$ cat src/rtl/spi_responder.sv
`default_nettype none
// ============================================================================
// Module   : spi_responder
// Brief    : Mode-0 SPI responder that oversamples the SPI pins on the system clock
//            and shifts FIFO words out on MISO while collecting bytes from MOSI.
// Revision : 1.0
// ============================================================================
module spi_responder #(
    parameter int SYNC_STAGES = 2,
    parameter int TX_WIDTH    = 64
) (
    input  logic                clock,
    input  logic                reset,
    input  logic                spi_csb,
    input  logic                spi_clock,
    input  logic                spi_mosi,
    output logic                spi_miso,
    output logic [7:0]          rx_data,
    output logic                rx_valid,
    input  logic [TX_WIDTH-1:0] tx_fifo_data,
    output logic                tx_fifo_rd_en,
    input  logic                tx_fifo_empty,
    output logic                frame_active,
    output logic                frame_abort,
    output logic                tx_underrun
);

    localparam int                CNT_W     = (TX_WIDTH > 1) ? $clog2(TX_WIDTH) : 1;
    localparam logic [CNT_W-1:0]  c_TX_LAST = CNT_W'(TX_WIDTH - 1);

    typedef enum logic [1:0] {
        WAIT_IDLE = 2'd0,
        IDLE      = 2'd1,
        SHIFT     = 2'd2
    } state_t;

    state_t                r_state;
    state_t                w_state_nxt;

    logic [SYNC_STAGES-1:0] r_csb_sync;
    logic [SYNC_STAGES-1:0] r_sclk_sync;
    logic [SYNC_STAGES-1:0] r_mosi_sync;
    logic                   r_csb_d;
    logic                   r_sclk_d;

    logic [7:0]             r_rx_sr;
    logic [2:0]             r_rx_cnt;
    logic [7:0]             r_rx_data;
    logic                   r_rx_valid;
    logic [TX_WIDTH-1:0]    r_tx_sr;
    logic [CNT_W-1:0]       r_tx_cnt;

    logic w_csb, w_sclk, w_mosi;
    logic w_csb_fall, w_csb_rise, w_sclk_rise, w_sclk_fall;
    logic w_load, w_abort, w_clr, w_rx_step, w_tx_step;

    // Synchronizers reset to 0 so a reset taken with csb low is not mistaken for a new frame.
    always_ff @(posedge clock) begin
        if (reset) begin
            r_csb_sync  <= '0;
            r_sclk_sync <= '0;
            r_mosi_sync <= '0;
            r_csb_d     <= 1'b0;
            r_sclk_d    <= 1'b0;
        end else begin
            r_csb_sync  <= {r_csb_sync[SYNC_STAGES-2:0], spi_csb};
            r_sclk_sync <= {r_sclk_sync[SYNC_STAGES-2:0], spi_clock};
            r_mosi_sync <= {r_mosi_sync[SYNC_STAGES-2:0], spi_mosi};
            r_csb_d     <= r_csb_sync[SYNC_STAGES-1];
            r_sclk_d    <= r_sclk_sync[SYNC_STAGES-1];
        end
    end

    assign w_csb       = r_csb_sync[SYNC_STAGES-1];
    assign w_sclk      = r_sclk_sync[SYNC_STAGES-1];
    assign w_mosi      = r_mosi_sync[SYNC_STAGES-1];
    assign w_csb_fall  = ~w_csb & r_csb_d;
    assign w_csb_rise  = w_csb & ~r_csb_d;
    assign w_sclk_rise = w_sclk & ~r_sclk_d;
    assign w_sclk_fall = ~w_sclk & r_sclk_d;

    always_comb begin
        w_state_nxt = r_state;
        w_load      = 1'b0;
        w_abort     = 1'b0;
        w_clr       = 1'b0;
        w_rx_step   = 1'b0;
        w_tx_step   = 1'b0;
        case (r_state)
            WAIT_IDLE: begin
                if (w_csb) w_state_nxt = IDLE;
            end
            IDLE: begin
                if (w_csb_fall) begin
                    w_state_nxt = SHIFT;
                    w_load      = 1'b1;
                end
            end
            SHIFT: begin
                // A csb rise masks any clock edge seen in the same cycle.
                if (w_csb_rise) begin
                    w_state_nxt = IDLE;
                    w_clr       = 1'b1;
                    w_abort     = (r_rx_cnt != 3'd0);
                end else begin
                    w_rx_step = w_sclk_rise;
                    if (w_sclk_fall) begin
                        w_tx_step = 1'b1;
                        w_load    = (r_tx_cnt == c_TX_LAST);
                    end
                end
            end
            default: w_state_nxt = WAIT_IDLE;
        endcase
    end

    always_ff @(posedge clock) begin
        if (reset) begin
            r_state    <= WAIT_IDLE;
            r_rx_sr    <= '0;
            r_rx_cnt   <= '0;
            r_rx_data  <= '0;
            r_rx_valid <= 1'b0;
            r_tx_sr    <= '0;
            r_tx_cnt   <= '0;
        end else begin
            r_state    <= w_state_nxt;
            r_rx_valid <= 1'b0;
            if (w_clr) begin
                r_rx_sr  <= '0;
                r_rx_cnt <= '0;
                r_tx_cnt <= '0;
            end
            if (w_rx_step) begin
                r_rx_sr  <= {r_rx_sr[6:0], w_mosi};
                r_rx_cnt <= r_rx_cnt + 3'd1;
                if (r_rx_cnt == 3'd7) begin
                    r_rx_data  <= {r_rx_sr[6:0], w_mosi};
                    r_rx_valid <= 1'b1;
                end
            end
            if (w_load) begin
                r_tx_sr <= tx_fifo_empty ? '0 : tx_fifo_data;
            end else if (w_tx_step) begin
                r_tx_sr <= r_tx_sr << 1;
            end
            if (w_tx_step) begin
                r_tx_cnt <= (r_tx_cnt == c_TX_LAST) ? '0 : r_tx_cnt + CNT_W'(1);
            end
        end
    end

    // Load strobes are combinational so the FWFT head is popped in the load cycle itself.
    assign tx_fifo_rd_en = w_load & ~tx_fifo_empty & ~reset;
    assign tx_underrun   = w_load & tx_fifo_empty & ~reset;
    assign frame_abort   = w_abort & ~reset;
    assign frame_active  = (r_state == SHIFT);
    assign spi_miso      = (r_state == SHIFT) & r_tx_sr[TX_WIDTH-1] & ~reset;
    assign rx_data       = r_rx_data;
    assign rx_valid      = r_rx_valid;

endmodule
`default_nettype wire

$ cat config.mk
export PLATFORM = sky130hd
export DESIGN_NAME = spi_responder
export DESIGN_NICKNAME = d
export VERILOG_FILES = /design/src/rtl/spi_responder.sv
export SDC_FILE = /design/constraint.sdc
export NUM_CORES = 1
export LEC_CHECK = 0
export ABC_AREA = 1
export BUFFER_PORTS_ARGS = -buffer_cell sky130_fd_sc_hd__buf_2
export CAP_MARGIN = 5
export CELL_PAD_IN_SITES_DETAIL_PLACEMENT = 0
export CELL_PAD_IN_SITES_GLOBAL_PLACEMENT = 1
export CORE_MARGIN = 2
export CORE_UTILIZATION = 42
export CTS_BUF_LIST = sky130_fd_sc_hd__clkbuf_2
export DETAILED_ROUTE_END_ITERATION = 10
export PLACE_DENSITY = 0.94
export SLEW_MARGIN = 25
export SYNTH_ARGS = -nofsm -noshare
export SYNTH_HDL_FRONTEND = slang
export SYNTH_SLANG_ARGS = --single-unit
export TNS_END_PERCENT = 30
$ cat constraint.sdc
create_clock -name clock -period 2.2 [get_ports clock]
set_clock_uncertainty 0.2 [all_clocks]
set_input_delay 0.33 -clock clock [delete_from_list [all_inputs] [get_ports clock]]
set_output_delay 0.33 -clock clock [all_outputs]
set_load 0.005 [all_outputs]
==> flow_summary_export.csv, run 1 <==
group,metric,value,unit
drt,vias_per_cell,4.864,
drt,vias,5205,
synth,synth_area_leader_cell,"dfxtp_1",
drt,final_antenna_net_count,0,
timing,hold_ws,0.1132,ns
timing,final_hold_viol_count,0,
floorplan,ios,84,
floorplan,dieArea,0.01327,mm2
drt,drc,0,
synth,syn_area,0.005194,mm2
power_and_ir_drop,max-vdd-ir-drop,0.3574,mV
setup_path,cp-start-kind,"flip-flop",
timing,finalSetupViolations,4,
timing,min_period_over_period,1.076,
synth,synth_edf_count,0,
drt,first_iter_violations,281,
clock_tree,cts_buffers,9,
synth,async_reset_ff_frac,0,
clock_tree,htree_levels,3,
synth,yosysWarnings,0,
global_routing,grt_overflow_total,0,
cells_and_area,final_util,0.5678,
power_and_ir_drop,power.total,3.954,mW
timing,rsz0062_at_grt,"yes",
global_routing,antenna_found_initial,1,
floorplan,initial_core_util,0.4306,
global_routing,grt_pass1_wl,21150,um
cells_and_area,syn_to_final_growth,31.87,%
run,max_cap_viol_count,0,
clock_tree,cts_tree,"done",
clock_tree,clkSinkCount,99,
timing,drv_slew,0,
setup_path,crit_family,"simple AND/OR/NAND/NOR gates",
synth,ys_types,28,
setup_path,critPathCaptureType,"output port",
setup_path,cp_max_fo,3,
floorplan,core-area,0.01206,mm2
drt,dr.pass1.iters,5,
drt,wl,12810,um
timing,tns,-0.5004,ns
timing,fin_crit,2.367,ns
setup_path,crit_top_cell,"nand2_4",
clock_tree,clk_latency,0.57,ns
setup_path,crit_type,"reg -> out",
synth,syn_inst,754,
place,gp_congestion,0.7960,
power_and_ir_drop,powerDensity,577.2,mW/mm2
place,dp_cells,966,
floorplan,die_h,115.2,um
synth,synth_common_cells,"164 x nand2_1, 99 x dfxtp_1, 82 x nor2_1",
synth,seq_area_frac_synth,0.3816,
timing,relSlewSlack,0.6137,
setup_path,critPathBufInv,2,
timing,fin_ws,-0.1672,ns
timing,worst_pin_slew,0.5794,ns
setup_path,path_cells,"inv_4, ha_4, nand2_4, nor2_4, nand2_2, nand2_4, nand2_8, nor3_2, buf_2",
drt,routedWlPerCell,11.98,um
floorplan,fp.dieW,115.2,um
setup_path,worstPathRequired,1.67,ns
clock_tree,clk_pin_slew_worst_paths,0.26,ns
cells_and_area,drive_gt1_frac,0.1842,
synth,synth_top_area_frac,0.3816,
run_status,violations,"negative setup slack",
cells_and_area,fin_cells,1070,
global_routing,grt_max_degree,92,
clock_tree,root_buffer,"clkbuf_2",
setup_path,slowest_delay,0.40,ns
run_status,status,"complete, but fails checks",
global_routing,grt_pass1_vias,4755,
clock_tree,clk_path_buf_depth,2,
synth,synth_nets,832,
place,io_buffer_count,83,
hold_path,hold_path_class,"in -> reg",
power_and_ir_drop,p_leak,3.315,nW
cells_and_area,nets,974,
setup_path,arrival,1.84,ns
synth,synthFlopType,"dfxtp_1",
setup_path,critPathSlowestCell,"dfxtp_2",
synth,synth_area_per_cell,6.888,um2
place,dpl.hpwl,7486,um
synth,yosys_register_bits,99,
timing,fmax,0.4224,GHz
global_routing,grtUsageTotal,0.1947,
synth,yosysMostFrequentCell,"nand2_1",
synth,synthTopCellsByArea,"dfxtp_1 38%, nand2_1 12%, nand3b_1 9.0%, nand4_1 7.7%, nor2_1 5.9%",
floorplan,rows,40,
-- area by class of cell --
| type | count | area [um2] |
|---|---|---|
| timing repair buffer | 191 | 1490 |
| fill | 1145 | 5213 |
| multi-input combinational | 504 | 2666 |
| antenna | 1 | 2.502 |
| tap | 168 | 210.2 |
| sequential | 99 | 1992 |
| inverter | 91 | 345.3 |
| clock buffer | 9 | 45.04 |
| clock inverter | 7 | 97.59 |
-- state kept, by name (all words and copies together), names as in the netlist --
signal / count
r_csb_d: 1
r_csb_sync: 2
r_mosi_sync: 2
r_rx_cnt: 3
r_rx_sr: 7
r_sclk_d: 1
r_sclk_sync: 2
r_state: 2
r_tx_cnt: 6
r_tx_sr: 64
rx_data: 8
rx_valid: 1
-- metal layers --
metal  vias up  share of wire  track usage
met1      2337           0.47       0.2530
li1       2731              -            -
met4         0          0.021      0.08996
met3        26          0.028      0.02478
met5         -              0            0
met2       111           0.48       0.3227
-- cell usage in the layout (no fill, tap or decap), types with 2 or more instances in the layout --
cell type,netlist,final
nand2_2,3,4
nor2_4,1,2
nand4_1,64,64
o21ai_1,20,20
clkinv_1,21,22
ha_1,8,4
nand3_1,21,20
inv_1,69,65
nand2_4,1,2
nand3b_1,62,62
dfxtp_2,0,5
buf_6,9,7
bufinv_16,0,2
nand2_1,164,161
o211ai_1,2,2
nor2_1,82,80
dfxtp_1,99,93
inv_6,0,2
a21oi_1,18,18
buf_2,9,83
ha_4,0,4
inv_2,1,3
buf_12,0,5
clkbuf_2,0,9
o21ai_0,50,50
dlygate4sd3_1,0,70
buf_4,4,26
-- what timing repair did --
item,CTS,global route
buffers inserted,15,2
gates cloned,0,0
hold buffers,70,0
gates resized for setup,20,17
endpoints found under the setup margin,4,5
pin swaps,8,5
endpoints found under the hold margin,74,0
-- report_power, final --
part,switching [mW],internal [mW],total (mW)
combinational,0.616,0.411,1.03
sequential,0.0383,1.87,1.91
clock,0.636,0.382,1.02
-- path summary, 6_finish.rpt --
kind / start / endpoint / slack [ns] / cells after the start
setup reg to reg: r_state[0]$_SDFFE_PP0P_ / r_tx_sr[0]$_SDFFE_PP0P_ / 0.03 / 18
hold / removal: tx_fifo_empty / r_tx_sr[49]$_SDFFE_PP0P_ / 0.11 / 6
setup / recovery: r_state[0]$_SDFFE_PP0P_ / tx_underrun / -0.17 / 9
hold reg to reg: r_sclk_sync[0]$_SDFF_PP0_ / r_sclk_sync[1]$_SDFF_PP0_ / 0.22 / 2
-- metrics by stage --
| stage | area [um2] | setup WS [ns] |
|---|---|---|
| 6_report | 6849 | -0.1672 |
| 5_1_grt | 6849 | -0.2881 |
| 4_1_cts | 6758 | -0.2781 |
| 3_5_place_dp | 5729 | 0.1926 |
| 3_3_place_gp | 5729 | 0.2597 |
| 2_1_floorplan | 5194 | 0.1703 |
-- cell families after synthesis --
logic type	count (synthesis)	synth area share
compound gates	94	0.09371
xor+xnor	1	0.001687
fa+ha+maj	8	0.01927
buf+inv	151	0.1272
flops	99	0.3816
simple gates	401	0.3765
-- worst min-delay path, cell delays in order --
cell,delay [ns]
buf_2,0.12
inv_2,0.17
nand4_1,0.14
nand2_1,0.05
clkinv_1,0.04
nor2_1,0.03
Power figures use the tool's default switching activity.
==> run 2: changes to the inputs <==
--- a/config.mk
+++ b/config.mk
@@ -6,15 +6,17 @@
 export NUM_CORES = 1
 export LEC_CHECK = 0
 export ABC_AREA = 1
-export BUFFER_PORTS_ARGS = -buffer_cell sky130_fd_sc_hd__buf_2
 export CAP_MARGIN = 5
 export CELL_PAD_IN_SITES_DETAIL_PLACEMENT = 0
 export CELL_PAD_IN_SITES_GLOBAL_PLACEMENT = 1
+export CORE_ASPECT_RATIO = 0.7
 export CORE_MARGIN = 2
-export CORE_UTILIZATION = 42
+export CORE_UTILIZATION = 47
 export CTS_BUF_LIST = sky130_fd_sc_hd__clkbuf_2
 export DETAILED_ROUTE_END_ITERATION = 10
-export PLACE_DENSITY = 0.94
+export DONT_BUFFER_PORTS = 1
+export PLACE_DENSITY = 0.93
+export SKIP_CTS_REPAIR_TIMING = 1
 export SLEW_MARGIN = 25
 export SYNTH_ARGS = -nofsm -noshare
 export SYNTH_HDL_FRONTEND = slang
==> flow_summary_export.csv, run 2 (synthesis results as in run 1) <==
group,metric,value,unit
clock_tree,clk_latency,0.58,ns
global_routing,grt_overflow_total,0,
place,dp_cells,866,
cells_and_area,drive_gt1_frac,0.09046,
global_routing,grtUsageTotal,0.2044,
setup_path,cp_max_fo,4,
power_and_ir_drop,p_leak,2.896,nW
global_routing,grt_max_degree,65,
clock_tree,root_buffer,"clkbuf_2",
power_and_ir_drop,max-vdd-ir-drop,0.3017,mV
place,gp_congestion,0.8248,
floorplan,ios,84,
run_status,status,"complete, but fails checks",
cells_and_area,antenna_cells,0,
power_and_ir_drop,powerDensity,594.7,mW/mm2
timing,rsz0062_at_grt,"yes",
setup_path,cp.depth,5,
setup_path,path_cells,"inv_2, buf_4, ha_2, nand2_8, nor3_4",
setup_path,reg2reg_to,"r_tx_sr[59]$_SDFFE_PP0P_",
floorplan,initial_core_util,0.4769,
setup_path,slowest_delay,0.42,ns
drt,first_iter_violations,334,
global_routing,grt_pass1_wl,19710,um
timing,min_period_over_period,1.105,
power_and_ir_drop,power.total,3.726,mW
setup_path,r2r_slack,0,ns
cells_and_area,final_util,0.5753,
timing,relSlewSlack,0.3028,
cells_and_area,fin_cells,960,
floorplan,fp.dieW,129.6,um
global_routing,grt_pass1_vias,4206,
setup_path,reg2regPathDepth,11,
setup_path,critPathSlowestCell,"ha_2",
timing,fin_ws,-0.2312,ns
run_status,violations,"negative setup slack",
clock_tree,clkSinkCount,99,
timing,drv_slew,0,
cells_and_area,layout_common_cells,"162 x nand2_1, 94 x dfxtp_1, 80 x nor2_1, 69 x dlygate4sd3_1",
drt,wl,13300,um
floorplan,die_h,91.95,um
floorplan,dieArea,0.01192,mm2
hold_path,hold_path_class,"in -> reg",
setup_path,crit_start,"r_state[0]$_SDFFE_PP0P_",
place,pre_cts_ws,0.07962,ns
setup_path,r2r_start,"r_state[0]$_SDFFE_PP0P_",
setup_path,crit_type,"reg -> out",
floorplan,rows,32,
clock_tree,htree_levels,3,
timing,final_hold_viol_count,0,
cells_and_area,layout_commonest_cell,"nand2_1",
clock_tree,cts_buffers,9,
drt,drc,0,
cells_and_area,largest_register,"r_tx_sr",
setup_path,worstPathRequired,1.67,ns
floorplan,core-area,0.01089,mm2
timing,finalSetupViolations,3,
clock_tree,clk_pin_slew_worst_paths,0.23,ns
timing,worst_pin_slew,1.042,ns
clock_tree,cts_tree,"done",
drt,vias,5078,
timing,fmax,0.4113,GHz
setup_path,cp-start-kind,"flip-flop",
setup_path,critPathBufInv,2,
drt,dr.pass1.iters,6,
setup_path,critPathCaptureType,"output port",
place,dpl.hpwl,7837,um
setup_path,arrival,1.90,ns
run,max_cap_viol_count,0,
setup_path,crit_path_end,"tx_fifo_rd_en",
clock_tree,clk_path_buf_depth,2,
drt,vias_per_cell,5.290,
timing,fin_crit,2.431,ns
global_routing,antenna_found_initial,0,
cells_and_area,syn_to_final_growth,20.62,%
drt,final_antenna_net_count,0,
drt,routedWlPerCell,13.85,um
place,io_buffer_count,0,
setup_path,crit_family,"adder cells",
cells_and_area,nets,880,
cells_and_area,largest_register_ffs,64,
==> run 2: changes by cell type in the layout (fill, tap and decap cells not counted), moves of 2 or more <==
| cell | previous run | this run |
|---|---|---|
| ha_2 | 0 | 2 |
| buf_6 | 7 | 2 |
| buf_4 | 26 | 20 |
| inv_6 | 2 | 0 |
| ha_4 | 4 | 1 |
| buf_2 | 83 | 0 |
| clkinv_2 | 1 | 4 |
==> run 2: worst min path at each step <==
stage	cells past startpoint	slack, ns	startpoint	endpoint
5_1_grt	3	0.10	spi_clock	r_sclk_sync[0]$_SDFF_PP0_
3_5_place_dp	2	0.19	r_sclk_sync[0]$_SDFF_PP0_	r_sclk_sync[1]$_SDFF_PP0_
6_report	3	0.19	spi_clock	r_sclk_sync[0]$_SDFF_PP0_
2_1_floorplan	2	0.19	r_csb_sync[0]$_SDFF_PP0_	r_csb_sync[1]$_SDFF_PP0_
3_3_place_gp	2	0.19	r_mosi_sync[0]$_SDFF_PP0_	r_mosi_sync[1]$_SDFF_PP0_
4_1_cts	1	-0.48	reset	r_tx_cnt[4]$_SDFFE_PP0P_
==> run 2: per-stage QoR <==
| stage | cell area, um2 | hold slack (ns) | setup TNS, ns |
|---|---|---|---|
| floorplan | 5194 | 0.1883 | 0 |
| global placement | 5280 | 0.1931 | 0 |
| detailed placement | 5280 | 0.1929 | 0 |
| CTS | 5394 | -0.4799 | -1.259 |
| global route | 6265 | 0.1022 | -2.145 |
| finish | 6265 | 0.1885 | -0.4938 |
==> run 2: area by class of cell <==
| cell class | count | area [um2] |
|---|---|---|
| clock buffers | 9 | 45.04 |
| clock inverters | 7 | 68.82 |
| flip-flops and latches | 99 | 1991 |
| well taps | 153 | 191.4 |
| inverters | 91 | 345.3 |
| fillers | 1020 | 4626 |
| repair buffers | 97 | 988.4 |
| multi-input cells | 504 | 2635 |
==> run 2: worst min-delay path, stage by stage <==
cell and delay, ns:
dlygate4sd3_1 0.53, inv_1 0.05, nor2_1 0.03
==> run 2: layer usage <==
metal / track usage / wire length, um / up-vias
met1: 0.2762 / 6126 / 2366
li1: - / - / 2547
met5: 0 / 0 / -
met3: 0.06009 / 721 / 14
met2: 0.3211 / 6298 / 151
met4: 0.05018 / 150 / 0
==> run 2: where the power goes <==
group	internal (mW)	total (mW)	switching, mW	leakage, nW
clock network	0.257	0.876	0.619	0.0677
registers	1.87	1.91	0.0406	0.802
logic	0.336	0.939	0.604	2.03
==> run 3: changes to the inputs <==
--- a/config.mk
+++ b/config.mk
@@ -11,11 +11,11 @@
 export CELL_PAD_IN_SITES_GLOBAL_PLACEMENT = 1
 export CORE_ASPECT_RATIO = 0.7
 export CORE_MARGIN = 2
-export CORE_UTILIZATION = 47
+export CORE_UTILIZATION = 51
 export CTS_BUF_LIST = sky130_fd_sc_hd__clkbuf_2
 export DETAILED_ROUTE_END_ITERATION = 10
 export DONT_BUFFER_PORTS = 1
-export PLACE_DENSITY = 0.93
+export PLACE_DENSITY = 0.95
 export SKIP_CTS_REPAIR_TIMING = 1
 export SLEW_MARGIN = 25
 export SYNTH_ARGS = -nofsm -noshare
==> constraint.sdc (replaced) <==
create_clock -name clock -period 2.8 [get_ports clock]
set_clock_uncertainty 0.2 [all_clocks]
set_input_delay 0.42 -clock clock [delete_from_list [all_inputs] [get_ports clock]]
set_output_delay 0.42 -clock clock [all_outputs]
set_load 0.005 [all_outputs]
==> flow_summary_export.csv, run 3 (synthesis results as in run 1) <==
group,metric,value,unit
place,pre_cts_ws,0.2891,ns
global_routing,grt_pass1_wl,18550,um
drt,wl,12370,um
timing,min_period_over_period,0.9587,
clock_tree,htree_levels,3,
place,io_buffer_count,0,
place,gp_congestion,0.8290,
global_routing,antenna_found_initial,0,
global_routing,grt_pass1_vias,3937,
timing,fin_ws,0.1158,ns
drt,drc,0,
floorplan,rows,30,
hold_path,hold_path_class,"in -> reg",
floorplan,fp.dieW,124.6,um
clock_tree,cts_buffers,9,
hold_path,hold_end,"r_tx_sr[24]$_SDFFE_PP0P_",
drt,dr.pass1.iters,6,
cells_and_area,fin_cells,919,
cells_and_area,nets,864,
power_and_ir_drop,power.total,2.853,mW
setup_path,cp_max_fo,17,
drt,vias_per_cell,5.273,
timing,final_hold_viol_count,0,
power_and_ir_drop,p_leak,2.791,nW
cells_and_area,layout_common_cells,"163 x nand2_1, 97 x dfxtp_1, 82 x nor2_1, 69 x dlygate4sd3_1, 66 x inv_1",
floorplan,ios,84,
cells_and_area,syn_to_final_growth,15.90,%
drt,first_iter_violations,340,
clock_tree,clk_latency,0.58,ns
timing,relSlewSlack,0.3709,
setup_path,arrival,2.06,ns
setup_path,r2r_start,"r_tx_cnt[1]$_SDFFE_PP0P_",
clock_tree,clk_pin_slew_worst_paths,0.28,ns
floorplan,initial_core_util,0.5301,
cells_and_area,fill_cells,860,
drt,vias,4846,
floorplan,die_h,88.43,um
hold_path,hold_start,"reset",
cells_and_area,layout_commonest_cell,"nand2_1",
setup_path,cp-start-kind,"flip-flop",
timing,finalSetupViolations,0,
clock_tree,cts_tree,"done",
clock_tree,root_buffer,"clkbuf_2",
run,max_cap_viol_count,0,
cells_and_area,largest_register,"r_tx_sr",
place,placed_cell_area,0.005129,mm2
timing,fmax,0.3725,GHz
setup_path,crit_type,"reg -> out",
setup_path,critPathCaptureType,"output port",
timing,drv_slew,0,
setup_path,reg2reg_to,"r_tx_sr[0]$_SDFFE_PP0P_",
setup_path,worstPathRequired,2.18,ns
place,dp_cells,830,
power_and_ir_drop,powerDensity,473.9,mW/mm2
floorplan,core-area,0.009797,mm2
clock_tree,clk_path_buf_depth,2,
hold_path,min_path_cells,3,
drt,routedWlPerCell,13.46,um
global_routing,grtUsageTotal,0.2052,
power_and_ir_drop,max-vdd-ir-drop,0.3267,mV
global_routing,grt_overflow_total,0,
floorplan,dieArea,0.01102,mm2
clock_tree,clkSinkCount,99,
setup_path,r2r_slack,0.37,ns
timing,worst_pin_slew,0.9405,ns
cells_and_area,antenna_cells,0,
drt,final_antenna_net_count,0,
cells_and_area,drive_gt1_frac,0.05689,
cells_and_area,final_area,0.006020,mm2
global_routing,grt_max_degree,73,
timing,fin_crit,2.684,ns
place,dpl.hpwl,7071,um
cells_and_area,largest_register_ffs,64,
run_status,status,"completed",
setup_path,reg2regPathDepth,10,
run 3: worst max-delay path, cell delays in order (launching register included):
cell,delay (ns)
dfxtp_1,0.41
ha_1,0.20
nand2_1,0.10
nor2_1,0.19
nand2_2,0.13
nand2_4,0.13
nand2_8,0.10
nor3_4,0.25
run 3: metal layers:
| layer | up-vias | wire length [um] | track usage | part of all wire |
|---|---|---|---|---|
| li1 | 2513 | - | - | - |
| met1 | 2184 | 5900 | 0.2770 | 0.48 |
| met2 | 131 | 5697 | 0.3308 | 0.46 |
| met3 | 18 | 585 | 0.04474 | 0.047 |
| met4 | 0 | 183 | 0.07150 | 0.015 |
| met5 | - | 0 | 0 | 0 |
run 3: how the worst max path moves through the flow:
stage	from	endpoint	cells past startpoint
2_1_floorplan	r_state[0]$_SDFFE_PP0P_	tx_underrun	10
3_3_place_gp	r_state[0]$_SDFFE_PP0P_	r_tx_sr[23]$_SDFFE_PP0P_	12
3_5_place_dp	r_state[0]$_SDFFE_PP0P_	r_tx_sr[6]$_SDFFE_PP0P_	12
4_1_cts	r_state[0]$_SDFFE_PP0P_	tx_underrun	8
5_1_grt	r_tx_cnt[1]$_SDFFE_PP0P_	tx_fifo_rd_en	7
6_report	r_tx_cnt[1]$_SDFFE_PP0P_	tx_fifo_rd_en	7
run 3: metrics by stage:
stage	hold slack [ns]	utilization	setup TNS (ns)
CTS	-0.4101	0.5360	-0.3870
finish	0.05502	0.6144	0
global placement	0.1889	0.5235	0
detailed placement	0.1950	0.5235	0
floorplan	0.1883	-	0
global route	0.02741	0.6144	-0.03004
run 3: area by class of cell:
| cell class | instances | area [um2] | area share |
|---|---|---|---|
| multi-input combinational | 505 | 2611 | 0.4338 |
| sequential | 99 | 1984 | 0.3297 |
| timing repair buffer | 80 | 798.3 | 0.1326 |
| inverter | 91 | 342.8 | 0.05695 |
| tap | 128 | 160.2 | 0.02661 |
| clock inverter | 7 | 77.57 | 0.01289 |
| clock buffer | 9 | 45.04 | 0.007483 |
run 3: report_power, final:
group	internal, mW	switching (mW)	total, mW
clock	0.212	0.510	0.722
sequential	1.47	0.0284	1.49
combinational	0.198	0.439	0.636
total	1.88	0.977	2.85
